**config.mk**
```make
export PLATFORM = sky130hd
export DESIGN_NAME = lcd_byte_writer
export DESIGN_NICKNAME = d
export VERILOG_FILES = /design/src/rtl/lcd_byte_writer.sv
export SDC_FILE = /design/constraint.sdc
export NUM_CORES = 1
export LEC_CHECK = 0
export CAP_MARGIN = 40
export CORE_MARGIN = 8
export CORE_UTILIZATION = 50
export CTS_BUF_LIST = sky130_fd_sc_hd__clkbuf_4 sky130_fd_sc_hd__clkbuf_8
export CTS_CLUSTER_DIAMETER = 120
export DETAILED_ROUTE_END_ITERATION = 8
export GPL_TIMING_DRIVEN = 0
export PLACE_DENSITY = 0.79
export RECOVER_POWER = 25
export SYNTH_ARGS = -nofsm -noshare
export SYNTH_HDL_FRONTEND = slang
export SYNTH_SLANG_ARGS = --single-unit
```
**constraint.sdc**
```tcl
create_clock -name clk_1MHz -period 1.8 [get_ports clk_1MHz]
set_input_delay 0.27 -clock clk_1MHz [delete_from_list [all_inputs] [get_ports clk_1MHz]]
set_output_delay 0.27 -clock clk_1MHz [all_outputs]
set_load 0.02 [all_outputs]
```
**src/rtl/lcd_byte_writer.sv**
```systemverilog
// ============================================================================
// Module   : lcd_byte_writer
// Brief    : Writes one HD44780 byte through a PCF8574 expander (4-bit mode)
//            as four single-byte I2C writes plus a settle delay.
//            Optional macro LCD_WRITER_BACKLIGHT_EN adds the backlight input.
// Revision : 1.0 - initial release
// ============================================================================
`default_nettype none

module lcd_byte_writer #(
    parameter logic [6:0] I2C_ADDR   = 7'h27,
    parameter int         POST_DELAY = 50
) (
    input  logic       clk_1MHz,
    input  logic       rst_n,
    input  logic       ena_write,
    input  logic [7:0] data,
    input  logic       cmd_data,
`ifdef LCD_WRITER_BACKLIGHT_EN
    input  logic       backlight,
`endif
    output logic       done_write,
    output logic       busy,
    output logic       i2c_ena,
    output logic [6:0] i2c_addr,
    output logic [7:0] i2c_byte,
    input  logic       i2c_done,
    input  logic       i2c_ack_err,
    output logic       nack_err
);

    typedef enum logic [2:0] {
        S_IDLE  = 3'd0,
        S_SEND  = 3'd1,
        S_WAIT  = 3'd2,
        S_DELAY = 3'd3,
        S_DONE  = 3'd4
    } state_t;

    localparam logic [15:0] c_delay_last = 16'(POST_DELAY - 1);

    state_t      r_state;
    logic [1:0]  r_index;
    logic [15:0] r_count;
    logic [7:0]  r_data;
    logic        r_rs;
    logic        r_bl;
    logic        w_bl;

`ifdef LCD_WRITER_BACKLIGHT_EN
    assign w_bl = backlight;
`else
    assign w_bl = 1'b1;
`endif

    assign i2c_addr = I2C_ADDR;

    // Even index raises EN, odd index drops it; index[1] selects the low nibble.
    function automatic logic [7:0] f_exp_byte(input logic [1:0] idx, input logic [7:0] d,
                                              input logic bl, input logic rs);
        logic [3:0] nib;
        nib = idx[1] ? d[3:0] : d[7:4];
        return {nib, bl, ~idx[0], 1'b0, rs};
    endfunction

    // Outputs are registered on the edge that enters the state they belong to.
    always_ff @(posedge clk_1MHz or negedge rst_n) begin
        if (!rst_n) begin
            r_state    <= S_IDLE;
            r_index    <= 2'd0;
            r_count    <= 16'd0;
            r_data     <= 8'h00;
            r_rs       <= 1'b0;
            r_bl       <= 1'b0;
            done_write <= 1'b0;
            busy       <= 1'b0;
            i2c_ena    <= 1'b0;
            i2c_byte   <= 8'h00;
            nack_err   <= 1'b0;
        end else begin
            i2c_ena    <= 1'b0;
            done_write <= 1'b0;
            case (r_state)
                S_IDLE: begin
                    if (ena_write) begin
                        r_data   <= data;
                        r_rs     <= cmd_data;
                        r_bl     <= w_bl;
                        r_index  <= 2'd0;
                        nack_err <= 1'b0;
                        busy     <= 1'b1;
                        i2c_ena  <= 1'b1;
                        i2c_byte <= f_exp_byte(2'd0, data, w_bl, cmd_data);
                        r_state  <= S_SEND;
                    end
                end
                S_SEND: begin
                    r_state <= S_WAIT;
                end
                S_WAIT: begin
                    if (i2c_done) begin
                        nack_err <= nack_err | i2c_ack_err;
                        if (r_index == 2'd3) begin
                            r_count <= 16'd0;
                            r_state <= S_DELAY;
                        end else begin
                            r_index  <= r_index + 2'd1;
                            i2c_ena  <= 1'b1;
                            i2c_byte <= f_exp_byte(r_index + 2'd1, r_data, r_bl, r_rs);
                            r_state  <= S_SEND;
                        end
                    end
                end
                S_DELAY: begin
                    if (r_count == c_delay_last) begin
                        done_write <= 1'b1;
                        r_state    <= S_DONE;
                    end else begin
                        r_count <= r_count + 16'd1;
                    end
                end
                S_DONE: begin
                    busy    <= 1'b0;
                    r_state <= S_IDLE;
                end
                default: begin
                    r_state <= S_IDLE;
                end
            endcase
        end
    end

endmodule

`default_nettype wire

```
==> impl_results.md <==
- CP Class: flop to flop
- Hold Slack: 0.485 ns
- Leak pwr: 1.18 nW
- Final #Nets: 278
- Req. time, crit path: 1.98 ns
- First-pass GRT wire length: 7800 microns
- Worst hold path type: flop to flop
- Commonest non-fill, non-tap cell in the layout: dfrtp_1
- GRT Util Overall: 15.2%
- Layout Skew: 0.00720 ns
- Mapped cell area: between 2000 and 2500 sq um
- Final Max Tran Viols: 0
- Worst r2r src: r_count[1]$_DFFE_PN0P_
- Post-route ant nets: 0
- N_diodes: 0
- Run status: complete, but fails checks
- Maximum fanout along the worst path: 7
- Worst setup margin: -0.0158 ns
- Tightest Pin Transition: 0.697 ns
- CTS sink cnt: 42
- Area share of xor/xnor cells in the synthesized design: 0%
- Fraction of final layout cells sized beyond drive strength 1: 25.2%
- Crit. End Element: flop
- Post-route cell area: 2720 sq um
- RR Endpoint: r_count[3]$_DFFE_PN0P_
- Max-Cap Viols: 0
- Final worst-path cycle share: 101%
- Slew headroom: around 54%
- Worst vdd ir: between 0.4 and 0.5 mV
- Clock slew at reported path FFs: roughly 0.090 ns
- Die Wd: 81.2 microns
- Top Ports: 33
- Post-Synth Adder-Cell Area: 1.77%
- Synth-to-layout area growth: 28.2%
- Die area: 6590 sq um
- R2R Setup Slk: -0.02 ns
- Starting DRT DRC Count: 156
- Hold path depth: 2
- Post-synth EDFFs: 0
- Yosys warning count: 0
- Cell variety after synth: 44
- Tot Pwr: roughly 1.8 mW
- Complex-gate fraction of the synthesized area: 16.1%
- GRT overflow: 0
- Post-Synth Simple-Gate Area: 17.6%
- Power density cells: 676 nW/um^2
- Post-route DRC violation count: 0
- Routed vias: 1789
- Die span in y: between 80 and 90 microns
- Core footprint: 4060 sq um
- CTS tree: yes
- Multiplexer area fraction after synthesis: 8.07%
- Largest net degree at the start of global routing: 31
- Fmax: 551 MHz
- Largest family of logic cells by synthesized area: simple AND/OR/NAND/NOR gates
- CP Data Arrival Time: 2.00 ns
- Aggregate routed wire length: 5120 microns
- Final setup violation count: 1
- Area post-placement: between 2000 and 2500 sq um
- Reg2reg path depth: 8
- Post-DP HPWL: 3330 microns
- Post-layout minimum cycle time: 1.82 ns
- Initial Utilization: 52.4%
- Initial antenna violation count: 0
- DR pass1 iterations: 4
- Synth Flop Type: dfrtp_1
- Most frequent cells in the layout: 38 x dfrtp_1, 23 x clkdlybuf4s50_1, 21 x o21ai_0, 19 x nand2_1, 15 x buf_4
- Mapped Cells: ~210
- Drt wl/cell: between 15 and 20 microns
- Failing checks: setup timing
- Asr flop ratio synth: 100%
- IO buf count: 24
- Worst-Skew Late Latency: 0.30 ns
- Critical Path Start Type: flop
- Fin. Hold Viols: 0
- FP Rows: 23
- CTS Buf Count: 5
- Synthesis-stage register bit count: 42
- Number of global-route vias before repair: between 1.5k and 2k
- Placer Congestion: 0.911
- Clk buf depth: 2
- HP Start: i2c_byte[5]$_DFFE_PN0P_
- Hold Path End: i2c_byte[5]$_DFFE_PN0P_
- Root Buffer: clkbuf_8
- Avg Cell Area, Syn: 9.93 sq um
- Routed vias/inst: 5.73
- CTS HTree Levels: 2
- Seq/Total Area, Yosys: 49.5%
- RSZ-0062 raised after global routing: yes
## cell families after synthesis
family / count (synthesis)
AO/OA/AOI/OAI: 55
adder cells (fa/ha/maj): 3
buffers and inverters: 26
flip-flops: 42
multiplexers: 16
other: 2
AND/OR/NAND/NOR: 70
## metrics by stage
stage	setup TNS [ns]	utilization, %	instances	setup slack, ns
floorplan	0	-	220	0.142
detailed placement	-3.49	60.7	295	-0.170
CTS	-0.0175	64.6	307	-0.0175
global placement	-27.47	60.4	294	-0.592
finish	-0.0158	67.1	312	-0.0158
global route	-0.524	67.1	312	-0.0619
## flip-flops by register name (all words and copies together), names as in the netlist
name,cells
r_index,2
r_bl,1
r_rs,1
r_count,16
i2c_byte,7
done_write,1
i2c_ena,1
busy,1
r_state,3
nack_err,1
r_data,8
## synthesized netlist by cell type (all sizes together) (3+ instances only)
library cell	instances	area, sq um
dfrtp	42	1050
o21ai	31	159
nand2	20	75.1
buf	14	95.1
nor2	13	51.3
a21oi	10	53.8
mux2	9	101
nand4	9	62.6
inv	7	26.3
mux2i	7	70.1
and2	5	31.3
clkbuf	5	20.0
nand3	5	25.0
or3	5	31.3
a31oi	4	25.0
nor4	4	31.3
ha	3	37.5
## layer usage
metal / GRT usage, % / share of wire [%] / routed length [microns]
met1: 19.5 / 41 / 2120
met2: 23.6 / 51 / 2620
met3: 4.08 / 5.7 / 294
met4: 6.96 / 1.6 / 80
met5: 0 / 0 / 0
## how the worst max path moves through the flow
stage,endpoint,start,cells after the start,slack [ns]
6_report,r_count[3]$_DFFE_PN0P_,r_count[1]$_DFFE_PN0P_,8,-0.02
5_1_grt,i2c_byte[7]$_DFFE_PN0P_,r_state[2]$_DFFE_PN0P_,6,-0.06
4_1_cts,r_count[3]$_DFFE_PN0P_,r_state[1]$_DFFE_PN0P_,7,-0.02
3_5_place_dp,i2c_byte[4]$_DFFE_PN0P_,i2c_done,5,-0.17
3_3_place_gp,r_bl$_DFFE_PN0P_,rst_n,1,-0.59
2_1_floorplan,r_count[8]$_DFFE_PN0P_,r_count[1]$_DFFE_PN0P_,8,0.14
## critical path, stage by stage, from the launching register on
cell     delay (ns)
dfrtp_1        0.43
inv_1          0.09
ha_1           0.14
nor3b_2        0.18
nand4_2        0.18
and2_0         0.22
buf_2          0.18
a21oi_2        0.18
o21ai_0        0.10
## report_power, final
part / internal (mW) / switching, mW
registers: 0.957 / 0.00806
logic: 0.0576 / 0.0576
clock network: 0.416 / 0.345
total: 1.43 / 0.411
## final cells by class
| class | count | area (sq um) |
|---|---|---|
| plain buffers | 19 | 125 |
| repair buffers | 34 | 315 |
| flip-flops and latches | 42 | 1060 |
| inverters | 7 | 26.3 |
| clock buffers | 5 | 68.8 |
| well taps | 50 | 62.6 |
| clock inverters | 3 | 43.8 |
| multi-input cells | 152 | 1020 |
| fillers | 310 | 1340 |
## repair_timing
action                     4_1_cts  5_1_grt
hold endpoints to repair        12        0
setup buffers                    3        5
gates resized for setup          3       26
setup endpoints to repair       18       23
hold buffers                     1        0
pin swaps                        2        2
(Power assumes the default switching activity.)
